<file path="config.mk">
export PLATFORM = sky130hd
export DESIGN_NAME = inst_fetch
export DESIGN_NICKNAME = d
export VERILOG_FILES = /design/src/rtl/inst_fetch.sv
export SDC_FILE = /design/constraint.sdc
export NUM_CORES = 1
export LEC_CHECK = 0
export ABC_AREA = 0
export BUFFER_PORTS_ARGS = -buffer_cell sky130_fd_sc_hd__clkbuf_2
export CAP_MARGIN = 20
export CORE_MARGIN = 2
export CORE_UTILIZATION = 39
export CTS_BUF_LIST = sky130_fd_sc_hd__clkbuf_8
export DETAILED_ROUTE_END_ITERATION = 10
export HOLD_SLACK_MARGIN = 0.15
export PLACE_DENSITY = 0.67
export RECOVER_POWER = 100
export SETUP_SLACK_MARGIN = 0.05
export SYNTH_ARGS = -nofsm -noshare
export SYNTH_HDL_FRONTEND = slang
export SYNTH_SLANG_ARGS = --single-unit
</file>
<file path="constraint.sdc">
create_clock -name clk -period 2.6 [get_ports clk]
set_input_delay 0.13 -clock clk [delete_from_list [all_inputs] [get_ports clk]]
set_output_delay 0.13 -clock clk [all_outputs]
set_load 0.02 [all_outputs]
</file>
<file path="src/rtl/inst_fetch.sv">
// Program-counter and instruction-fetch stage: holds the PC, issues word reads
// over a req/ack handshake, and presents the fetched instruction to decode.
module inst_fetch #(
  parameter int                  DataSize  = 32,
  parameter int                  AddrSize  = 10,
  parameter logic [AddrSize-1:0] ResetPC   = '0,
  parameter int                  CountSize = 16
) (
  input  logic                 clk,
  input  logic                 rst,
  input  logic [AddrSize-1:0]  next_pc,
  input  logic                 advance,
  input  logic                 stall,
  input  logic                 flush,
  output logic                 imem_req,
  output logic [AddrSize-1:0]  imem_addr,
  input  logic                 imem_ack,
  input  logic [DataSize-1:0]  imem_rdata,
  output logic [AddrSize-1:0]  current_pc,
  output logic [DataSize-1:0]  instruction,
  output logic                 inst_valid,
  output logic                 align_err,
  output logic [CountSize-1:0] fetch_count
);

  typedef enum logic {
    ST_REQ   = 1'b0,
    ST_VALID = 1'b1
  } state_e;

  state_e               state_q, state_d;
  logic [AddrSize-1:0]  pc_q, pc_d;
  logic [AddrSize-1:0]  pending_pc_q, pending_pc_d;
  logic                 flush_pending_q, flush_pending_d;
  logic [DataSize-1:0]  instr_q, instr_d;
  logic                 valid_q, valid_d;
  logic                 align_err_q, align_err_d;
  logic [CountSize-1:0] count_q, count_d;

  logic                 pc_load;
  logic [AddrSize-1:0]  pc_src;

  function automatic logic [AddrSize-1:0] word_align(input logic [AddrSize-1:0] pc);
    return {pc[AddrSize-1:2], 2'b00};
  endfunction

  function automatic logic is_misaligned(input logic [AddrSize-1:0] pc);
    return pc[1:0] != 2'b00;
  endfunction

  always_comb begin
    state_d         = state_q;
    pc_d            = pc_q;
    pending_pc_d    = pending_pc_q;
    flush_pending_d = flush_pending_q;
    instr_d         = instr_q;
    valid_d         = valid_q;
    align_err_d     = align_err_q;
    count_d         = count_q;
    pc_load         = 1'b0;
    pc_src          = next_pc;

    if (state_q == ST_REQ) begin
      if (imem_ack) begin
        // A flush arriving with the ack wins over any older pending redirect.
        if (flush) begin
          pc_load         = 1'b1;
          pc_src          = next_pc;
          flush_pending_d = 1'b0;
        end else if (flush_pending_q) begin
          pc_load         = 1'b1;
          pc_src          = pending_pc_q;
          flush_pending_d = 1'b0;
        end else begin
          instr_d = imem_rdata;
          valid_d = 1'b1;
          count_d = count_q + CountSize'(1);
          state_d = ST_VALID;
        end
      end else if (flush) begin
        // The outstanding read is never abandoned; remember where to go next.
        flush_pending_d = 1'b1;
        pending_pc_d    = next_pc;
      end
    end else begin
      if (flush || (!stall && advance)) begin
        valid_d = 1'b0;
        pc_load = 1'b1;
        pc_src  = next_pc;
        state_d = ST_REQ;
      end
    end

    if (pc_load) begin
      pc_d = word_align(pc_src);
      if (is_misaligned(pc_src)) begin
        align_err_d = 1'b1;
      end
    end
  end

  always_ff @(posedge clk or negedge rst) begin
    if (!rst) begin
      state_q         <= ST_REQ;
      pc_q            <= ResetPC;
      pending_pc_q    <= '0;
      flush_pending_q <= 1'b0;
      instr_q         <= '0;
      valid_q         <= 1'b0;
      align_err_q     <= 1'b0;
      count_q         <= '0;
    end else begin
      state_q         <= state_d;
      pc_q            <= pc_d;
      pending_pc_q    <= pending_pc_d;
      flush_pending_q <= flush_pending_d;
      instr_q         <= instr_d;
      valid_q         <= valid_d;
      align_err_q     <= align_err_d;
      count_q         <= count_d;
    end
  end

  assign imem_req    = (state_q == ST_REQ);
  assign imem_addr   = pc_q;
  assign current_pc  = pc_q;
  assign instruction = instr_q;
  assign inst_valid  = valid_q;
  assign align_err   = align_err_q;
  assign fetch_count = count_q;

endmodule
</file>
==> out/metrics.yaml, run 1 <==
grt_setup_unrepaired: "false"
vias_per_cell: 4.60
pre_cts_slack_ns: 0.817
static-leakage-power_nw: 1.98
num-fill-cells: 657
critical-path-top-delay-family: "simple AND/OR/NAND/NOR gates"
insertion_delay_ns: 0.33
synth-edff-count: 0
overflow: 0
finalClockSkew_ns: 0.00976
final_cell_mix: "nand2_1 (108), dfrtp_1 (70), clkbuf_1 (70), clkbuf_2 (47), dlygate4sd3_1 (46)"
grt_pass1_wl_mm: 12.3
cts-root-buf: "clkbuf_8"
worst_setup_path_end_kind: "flop"
multi_input_area_um2: 1060
fin_ws_ns: 0.404
syn_area_um2: 2970
synth-seq-area-share_pct: 58.9
fin_crit_sh_pct: 84.5
syn_to_final_growth_pct: 37.2
ant_nets: 0
drc: 0
max_cap_viol_count: 0
cts_tree: "yes"
cp_num_buf_inv: 2
cts_sinks: 70
slew-limit-headroom_pct: 18.7
synth-seq-cells: 70
synth_cells: 292
path_cells: "dlygate4sd3_1, clkbuf_1, or4b_1, nor4_1, nand2_1, xnor2_1"
initial_utilization_pct: 40.6
placement_rows: 31
synth_cell_types: 34
path_clk_slew_ns: 0.08
port_buffers: 114
syn_avg_cell_area_um2: 10.2
cp.arrival_ns: 2.42
slowest_stage: "nor4_1"
routed_wl_mm: 7.33
grt_max_degree: 37
io_pins: 119
design.die.area_um2: 8340
num_vias: 2532
status: "completed"
place_congestion: 0.778
fp.dieW_um: 91.3
dpl.hpwl_mm: 4.59
seq_area_um2: 1750
post-cts-setup-buffers: 0
die_h_um: 91.3
cts_buffer_depth: 2
worstPathRequired_ns: 2.82
core_area_um2: 7330
critical_path_class: "in2reg"
diodes: 0
synth_flop_cell: "dfrtp_1"
clock.fmax_mhz: 455
cpPeakStageDelay_ns: 0.68
powerDensity_nw_per_um2: 784
num-nets-final: 496
wl_per_cell_um: 13.3
layout_commonest_cell: "nand2_1"
drive_gt1_share_pct: 16.4
setup_violations: 0
cts_resized: 0
track_usage_pct: 18.5
final_hold_viol_count: 0
firstDrtPassIters: 5
antenna_found_initial: 0
tightest_slew_ns: 1.22
fin_setup_tns_ns: 0
async_flop_share_pct: 100
cp_max_fo: 8
h-tree-depth: 3
hp-class: "in2reg"
yosysWarnings: 0
finalMaxSlewViolations: 0
ir_worst_vdd_v: 0.000350
cts_buffers: 9
grt_pass1_vias: 2583
critPathLaunchType: "primary input"
drtIter0Drc: 101
period_needed_ns: 2.20
totalPowerFinal_w: 0.00320
-- path summary, 6_finish.rpt --
| kind | start | endpoint | slack (ns) | cells past startpoint |
|---|---|---|---|---|
| max in group asynchronous | rst | fetch_count[3]$_DFFE_PN0P_ | 0.75 | 3 |
| max | flush | fetch_count[12]$_DFFE_PN0P_ | 0.40 | 6 |
| min | stall | inst_valid$_DFFE_PN0P_ | 0.24 | 5 |
| min in group asynchronous | rst | pending_pc_q[3]$_DFFE_PN0P_ | 0.57 | 2 |
| max reg2reg | state_q$_DFF_PN0_ | fetch_count[12]$_DFFE_PN0P_ | 0.52 | 4 |
| min reg2reg | align_err$_DFFE_PN0P_ | align_err$_DFFE_PN0P_ | 0.45 | 1 |
-- Yosys cell counts (2+ instances only) --
master | number | share of area [%]
a21oi_1 | 11 | 1.9
and4_1 | 3 | 0.88
buf_2 | 3 | 0.50
buf_4 | 12 | 3.0
clkbuf_1 | 7 | 0.88
dfrtp_1 | 70 | 59
inv_1 | 3 | 0.38
mux2_2 | 10 | 3.8
mux2i_1 | 8 | 2.7
nand2_1 | 108 | 14
nand4_1 | 5 | 1.1
nor2_1 | 14 | 1.8
nor2b_1 | 2 | 0.42
nor3_1 | 3 | 0.50
xnor2_1 | 9 | 2.7
xor2_1 | 6 | 1.8
-- power breakdown --
| group | switching (W) | internal [W] |
|---|---|---|
| clock | 0.000395 | 0.000333 |
| combinational | 0.000634 | 0.000317 |
| sequential | 0.000182 | 0.00134 |
| total | 0.00121 | 0.00199 |
-- stage by stage --
stage	utilization [%]	instance area [µm²]	hold WS, ns	cells
detailed placement	48.8	3580	0.126	489
finish	55.7	4080	0.245	551
global placement	48.8	3580	0.119	489
floorplan	-	2990	-0.166	295
CTS	57.2	4200	0.223	551
global route	55.7	4080	0.289	551
-- worst min-delay path, cell delays in order --
cell and delay, ns:
clkbuf_2 0.08, nor2b_1 0.04, o21ai_0 0.16, nand2_1 0.06, nand2_1 0.05
-- timing repair --
item | 4_1_cts | 5_1_grt
hold endpoints to repair | 72 | 0
hold buffers | 46 | 0
setup endpoints to repair | 0 | 0
-- registers in the layout, indices dropped and copies added (netlist names) --
register and cells:
fetch_count 16, current_pc 8, align_err 1, inst_valid 1, flush_pending_q 1, pending_pc_q 10, instruction 32, state_q 1
-- routing by layer --
layer	global-route usage, %	part of all wire, %
met1	22.8	43
met2	31.4	51
met3	3.32	3.6
met4	9.22	2.2
met5	0	0
-- final cells by class --
| type | instances | area share, % |
|---|---|---|
| Clock buffer | 9 | 3.04 |
| Sequential cell | 70 | 42.9 |
| Clock inverter | 7 | 0.859 |
| Timing Repair Buffer | 165 | 23.9 |
| Multi-Input combinational cell | 198 | 26.0 |
| Tap cell | 99 | 3.04 |
| Inverter | 3 | 0.276 |
-- cell families (layout without fill, tap and decap cells) --
| group | count (synthesis) | count (layout) | synth area share, % |
|---|---|---|---|
| adder cells (fa/ha/maj) | 1 | 1 | 0.421 |
| XOR/XNOR | 15 | 15 | 4.42 |
| flip-flops | 70 | 70 | 58.9 |
| AO/OA/AOI/OAI | 15 | 15 | 2.86 |
| AND/OR/NAND/NOR | 145 | 145 | 21.5 |
| buffers and inverters | 27 | 184 | 5.30 |
| other | 1 | 4 | 0.126 |
| multiplexers | 18 | 18 | 6.48 |
Power figures use the tool's default switching activity.
==> run 2, diff against run 1 <==
Settings changed: ABC_AREA 0 to 1, PLACE_DENSITY 0.67 to 0.66.
Clock period 2.6 ns to 2.27 ns, I/O delays scaled along.
==> out/metrics.yaml, run 2 <==
ir_worst_vdd_v: 0.000425  # +22%
num-nets-final: 588  # +19%
drtIter0Drc: 87  # -14%
setup_violations: 0  # unchanged
pwr-share-comb_pct: 29.2  # -0.6 points
path_cells: "dlygate4sd3_1, clkbuf_2, nor2_4, nand2_2, nor2_2, nand2_1, xnor2_1"
final_cell_mix: "nand2_1 (167), dfrtp_1 (70), clkbuf_1 (67), clkbuf_2 (47)"
largest_reg_flops: 32  # unchanged
pre_cts_slack_ns: 0.758  # -0.0587 ns
cts_sinks: 70  # unchanged
min_path_cells: 4  # -1
num_vias: 2834  # +12%
yosysTopAreaCell: "dfrtp_1"
worstPathRequired_ns: 2.49  # -0.33 ns
yosysMostFrequentCell: "nand2_1"
p_seq_share_pct: 43.4  # -4.1 points
num-fill-cells: 802  # +22%
io_pins: 119  # unchanged
synth-seq-cells: 70  # unchanged
layout_commonest_cell: "nand2_1"
cts_buffers: 9  # unchanged
critical_path_class: "in2reg"
dpl.hpwl_mm: 4.79  # +4.3%
synth_compound_area_share_pct: 4.24  # +1.4 points
cts-root-buf: "clkbuf_8"
critical-path-top-delay-family: "simple AND/OR/NAND/NOR gates"
port_buffers: 114  # unchanged
async_flop_share_pct: 100  # unchanged
cp_num_buf_inv: 2  # unchanged
p_clk_share_pct: 27.4  # +4.7 points
cts_tree: "yes"
grt_pass1_wl_mm: 12.0  # -2.3%
insertion_delay_ns: 0.33  # about the same
path_clk_slew_ns: 0.08  # about the same
yosysWarnings: 0  # unchanged
ys_top_cells_by_area: "dfrtp_1 (54%), nand2_1 (19%), inv_1 (5.2%)"
place_area_um2: 3790  # +5.9%
placement_rows: 33  # +6.5%
grt_pass1_vias: 2637  # +2.1%
drc: 0  # unchanged
firstDrtPassIters: 4  # -1
regToRegStartpoint: "state_q$_DFF_PN0_"
r2r_setup_slack_ns: 0.50  # -0.02 ns
final_hold_viol_count: 0  # unchanged
synth-seq-area-share_pct: 54.4  # -4.5 points
whs_ns: 0.161  # -0.0837 ns
critPathLaunchType: "primary input"
max_cap_viol_count: 0  # unchanged
rr_endpoint: "fetch_count[7]$_DFFE_PN0P_"
muxShareOfSynthArea_pct: 0  # -6.5 points
synth-edff-count: 0  # unchanged
status: "completed"
synth_top_family_by_area: "simple AND/OR/NAND/NOR gates"
finalMaxSlewViolations: 0  # unchanged
grt_setup_unrepaired: "false"
track_usage_pct: 17.2  # -1.3 points
place_congestion: 0.798  # +2.6%
synth_cells: 386  # +32%
static-leakage-power_nw: 2.24  # +13%
synthXorXnorAreaFrac_pct: 2.18  # -2.2 points
clock.fmax_mhz: 556
hold_path_end: "flush_pending_q$_DFFE_PN0P_"
p_switching_w: 0.00148  # +22%
worst_setup_path_end_kind: "flop"
cts_buffer_depth: 2  # unchanged
syn_avg_cell_area_um2: 8.34  # -18%
core_area_um2: 8090  # +10%
h-tree-depth: 3  # unchanged
fin_crit_sh_pct: 79.2
slew-limit-headroom_pct: 42.4  # +24 points
fin_setup_tns_ns: 0  # unchanged
synth_top_area_share_pct: 54.4  # -4.5 points
synth_flop_cell: "dfrtp_1"
yosys.area_share.simple_pct: 28.1  # +6.6 points
ant_nets: 0  # unchanged
cp.arrival_ns: 2.02  # -0.40 ns
tightest_slew_ns: 0.864  # -0.356 ns
synthAdderAreaFrac_pct: 0.389  # -0.032 points
design.die.area_um2: 9000  # +7.9%
grt_max_degree: 71  # +92%
period_needed_ns: 1.80
powerDensity_nw_per_um2: 924  # +18%
p_int_w: 0.00255  # +28%
drive_gt1_share_pct: 13.6  # -2.8 points
diodes: 0  # unchanged
fin_ws_ns: 0.472  # +0.0677 ns
synth_cell_types: 29  # -15%
vias_per_cell: 4.37  # -5.0%
hold_start: "imem_ack"
antenna_found_initial: 0  # unchanged
die_h_um: 94.9  # +3.9%
syn_to_final_growth_pct: 35.3
routed_wl_mm: 7.27  # -0.78%
slowest_stage: "dlygate4sd3_1"
r2r_cells: 5  # +1
syn_area_um2: 3220  # +8.2%
sw_frac_of_total_pct: 36.7  # -1.2 points
fp.dieW_um: 94.9  # +3.9%
finalClockSkew_ns: 0.00707  # -0.00269 ns
cp_max_fo: 40  # +32
fin_area_um2: 4360  # +6.8%
initial_utilization_pct: 39.8  # -0.79 points
hp-class: "in2reg"
overflow: 0  # unchanged
wl_per_cell_um: 11.2  # -16%
cpPeakStageDelay_ns: 0.53  # -0.15 ns
synthTopCellsByCount: "nand2_1 (166), dfrtp_1 (70), inv_1 (45)"
[run 2: changes by cell type in the layout (fill, tap and decap cells not counted), sizes merged, moves of 3 or more]
| cell | previous run | this run |
|---|---|---|
| xnor2 | 9 | 6 |
| mux2i | 8 | 0 |
| and4 | 3 | 0 |
| nand3 | 2 | 19 |
| o21ai | 1 | 21 |
| nand2 | 108 | 168 |
| xor2 | 6 | 2 |
| a21oi | 11 | 1 |
| inv | 6 | 47 |
| mux2 | 10 | 0 |
[run 2: worst reg2reg max path, delay by kind of cell (launching register included)]
kind	cells	cell delay (ns)
xor gates and xnor gates	1	0.13
DFF	1	0.42
and+or+nand+nor	4	1.11
[run 2: final cells by class]
cell class	count	area (µm²)	area share, %
clock buffers	10	138	3.16
clock inverters	6	85.1	1.95
inverters	47	176	4.05
multi-input cells	249	1110	25.5
flip-flops and latches	70	1750	40.2
well taps	105	131	3.02
repair buffers	162	962	22.1
[run 2: cells by family after synthesis]
group,Yosys count
other,1
AND/OR/NAND/NOR,212
buffers and inverters,70
AO/OA/AOI/OAI,24
adder cells (fa/ha/maj),1
flip-flops,70
XOR/XNOR,8
[run 2: timing repair]
action,4_1_cts,5_1_grt
setup buffers,0,0
hold buffers,46,0
resized for setup,0,0
hold endpoints to repair,123,0
[run 2: per-stage QoR]
stage / util, % / instances / power (W)
2_1_floorplan: - / 389 / 0.00258
5_1_grt: 53.8 / 649 / 0.00429
6_report: 53.8 / 649 / 0.00403
4_1_cts: 55.2 / 649 / 0.00418
3_5_place_dp: 46.8 / 587 / 0.00298
3_3_place_gp: 46.8 / 587 / 0.00296
[run 2: power groups by stage]
stage	clock, W	sequential, W	combinational (W)
after floorplan	0	0.00207	0.000510
after global placement	0	0.00177	0.00119
after detailed placement	0	0.00177	0.00121
after CTS	0.00115	0.00175	0.00128
after global routing	0.00119	0.00179	0.00131
final	0.00110	0.00175	0.00118
[run 2: worst max-delay path by stage]
stage | from | end | slack [ns] | depth (start not counted)
2_1_floorplan | fetch_count[0]$_DFFE_PN0P_ | fetch_count[10]$_DFFE_PN0P_ | 0.93 | 5
3_3_place_gp | flush_pending_q$_DFFE_PN0P_ | fetch_count[7]$_DFFE_PN0P_ | 0.79 | 5
5_1_grt | flush | fetch_count[14]$_DFFE_PN0P_ | 0.30 | 9
3_5_place_dp | state_q$_DFF_PN0_ | fetch_count[7]$_DFFE_PN0P_ | 0.76 | 5
6_report | flush | fetch_count[7]$_DFFE_PN0P_ | 0.47 | 7
4_1_cts | advance | current_pc[2]$_DFFE_PN0P_ | 0.59 | 9
[run 2: routing by layer]
metal / GRT usage, % / wire, µm / vias to the layer above
met4: 6.28 / 104 / 0
met3: 3.99 / 445 / 13
met5: 0 / 0 / -
li1: - / - / 1462
met1: 21.3 / 3270 / 1271
met2: 29.3 / 3450 / 88
==> run 3, diff against run 2 <==
Settings changed: PLACE_DENSITY 0.66 to 0.68.
Clock period 2.27 ns to 1.4 ns, I/O delays scaled along.
==> out/metrics.yaml, run 3 (synthesized netlist as in run 2, its figures left out) <==
max_cap_viol_count: 0  # unchanged
track_usage_pct: 17.7  # +0.54 points
drt-met1-wl_mm: 3.32  # +1.7%
wl_per_cell_um: 11.4  # +1.6%
hp-class: "in2reg"
drtIter0Drc: 61  # -30%
cts_buffer_depth: 2  # unchanged
ir_worst_vdd_v: 0.000619  # +46%
critical_path_class: "reg2out"
h-tree-depth: 3  # unchanged
status: "completed"
period_needed_ns: 1.29
syn_to_final_growth_pct: 39.8
p_clk_share_pct: 25.3  # -2.1 points
static-leakage-power_nw: 2.33  # +3.7%
diodes: 0  # unchanged
setup_violations: 0  # unchanged
largest_reg_flops: 32  # unchanged
tightest_slew_ns: 0.738  # -0.125 ns
cts_sinks: 70  # unchanged
powerDensity_nw_per_um2: 1450  # +57%
cp.arrival_ns: 1.22  # -0.80 ns
grt_pass1_vias: 2826  # +7.2%
slowest_stage: "dfrtp_1"
antenna_found_initial: 0  # unchanged
cts_tree: "yes"
dpl.hpwl_mm: 5.10  # +6.5%
overflow: 0  # unchanged
regToRegStartpoint: "state_q$_DFF_PN0_"
r2r_setup_slack_ns: 0.12  # -0.38 ns
final_cell_mix: "nand2_1 (165), dfrtp_1 (70), clkbuf_1 (67), clkbuf_2 (49), dlygate4sd3_1 (46)"
finalClockSkew_ns: 0.0102  # +0.00313 ns
p_seq_share_pct: 43.5  # about the same
dr_wl_met3_um: 475  # +6.7%
path_cells: "inv_2, buf_4, clkbuf_1"
fin_setup_tns_ns: 0  # unchanged
vias_per_cell: 4.39  # +0.55%
drive_gt1_share_pct: 16.8  # +3.2 points
rr_endpoint: "instruction[5]$_DFFE_PN0P_"
whs_ns: 0.160  # -0.00151 ns
utilization_pct: 55.6  # +1.8 points
grt_setup_unrepaired: "true"
clock.fmax_mhz: 774
cp_max_fo: 4  # -90%
num-nets-final: 602  # +2.4%
p_switching_w: 0.00243  # +65%
layout_commonest_cell: "nand2_1"
worstPathRequired_ns: 1.33  # -1.16 ns
fin_crit_sh_pct: 92.3
slew-limit-headroom_pct: 50.8  # +8.4 points
met2WireLength_mm: 3.63  # +5.1%
place_congestion: 0.794  # -0.56%
worst_setup_path_end_kind: "output pin"
firstDrtPassIters: 5  # +1
sw_frac_of_total_pct: 37.3  # +0.64 points
drc: 0  # unchanged
core_area_um2: 8090  # unchanged
hold_path_end: "flush_pending_q$_DFFE_PN0P_"
placement_rows: 33  # unchanged
routed_wl_mm: 7.55  # +3.8%
ant_nets: 0  # unchanged
final_hold_viol_count: 0  # unchanged
insertion_delay_ns: 0.34  # about the same
critPathLaunchType: "flop"
grt_max_degree: 42  # -41%
io_pins: 119  # unchanged
die_h_um: 94.9  # unchanged
path_clk_slew_ns: 0.08  # about the same
min_path_cells: 4  # unchanged
design.die.area_um2: 9000  # unchanged
num_vias: 2911  # +2.7%
grt_pass1_wl_mm: 12.4  # +3.8%
pwr-share-comb_pct: 31.2  # +2.0 points
finalMaxSlewViolations: 0  # unchanged
cpPeakStageDelay_ns: 0.43  # -0.10 ns
top_layer_used: "met4"
p_int_w: 0.00409  # +60%
fp.dieW_um: 94.9  # unchanged
r2r_cells: 6  # +1
hold_start: "imem_ack"
cts-root-buf: "clkbuf_8"
cts_buffers: 9  # unchanged
initial_utilization_pct: 39.8  # unchanged
port_buffers: 114  # unchanged
run 3: cell types whose count changed in the layout (fill, tap and decap cells not counted), moves of 2 or more:
| cell | previous run | this run |
|---|---|---|
| buf_4 | 2 | 9 |
| inv_2 | 1 | 3 |
| nand3_1 | 19 | 17 |
| buf_12 | 0 | 2 |
| nand2_1 | 167 | 165 |
| clkbuf_2 | 47 | 49 |
| clkbuf_4 | 0 | 2 |
| clkinvlp_4 | 2 | 0 |
run 3: worst max-delay path, delay by kind of cell (launching register included):
kind | cells | cell delay (ns)
buffers and inverters | 3 | 0.45
DFF | 1 | 0.43
run 3: power groups by stage:
stage / registers, W / logic (W) / clock network (W)
detailed placement: 0.00286 / 0.00202 / 0
CTS: 0.00284 / 0.00212 / 0.00170
floorplan: 0.00335 / 0.000827 / 0
global placement: 0.00285 / 0.00199 / 0
finish: 0.00284 / 0.00204 / 0.00165
global route: 0.00290 / 0.00227 / 0.00177
run 3: per-stage QoR:
step	total power, W	area (µm²)	worst slack (ns)	instances
global placement	0.00484	3880	0.153	596
finish	0.00652	4500	0.108	663
floorplan	0.00418	3230	0.0586	389
detailed placement	0.00489	3880	0.0869	596
global route	0.00693	4500	0.0406	663
CTS	0.00666	4550	0.0709	659
run 3: final cells by class:
| cell class | count | area, µm² |
|---|---|---|
| clock buffer | 11 | 151 |
| clock inverter | 5 | 48.8 |
| fill | 792 | 3590 |
| inverter | 47 | 176 |
| multi-input combinational | 249 | 1150 |
| sequential | 70 | 1750 |
| tap | 105 | 131 |
| timing repair buffer | 176 | 1090 |
run 3: layer usage:
layer / up-vias / GRT usage (%)
met5: - / 0
met3: 12 / 4.15
met2: 99 / 29.5
met1: 1314 / 21.9
li1: 1486 / -
met4: 0 / 7.97
run 3: worst max path at each step:
stage	slack (ns)	end	startpoint
2_1_floorplan	0.06	fetch_count[10]$_DFFE_PN0P_	fetch_count[0]$_DFFE_PN0P_
3_3_place_gp	0.15	fetch_count[14]$_DFFE_PN0P_	fetch_count[1]$_DFFE_PN0P_
3_5_place_dp	0.09	current_pc[6]$_DFFE_PN0P_	state_q$_DFF_PN0_
4_1_cts	0.07	current_pc[6]$_DFFE_PN0P_	state_q$_DFF_PN0_
5_1_grt	0.04	fetch_count[12]$_DFFE_PN0P_	rst
6_report	0.11	imem_req	state_q$_DFF_PN0_
run 3: repair_timing:
action,CTS,global route
buffers inserted,0,5
endpoints found under the setup margin,0,18
endpoints found under the hold margin,124,0
hold buffers,47,0
gates resized for setup,0,4
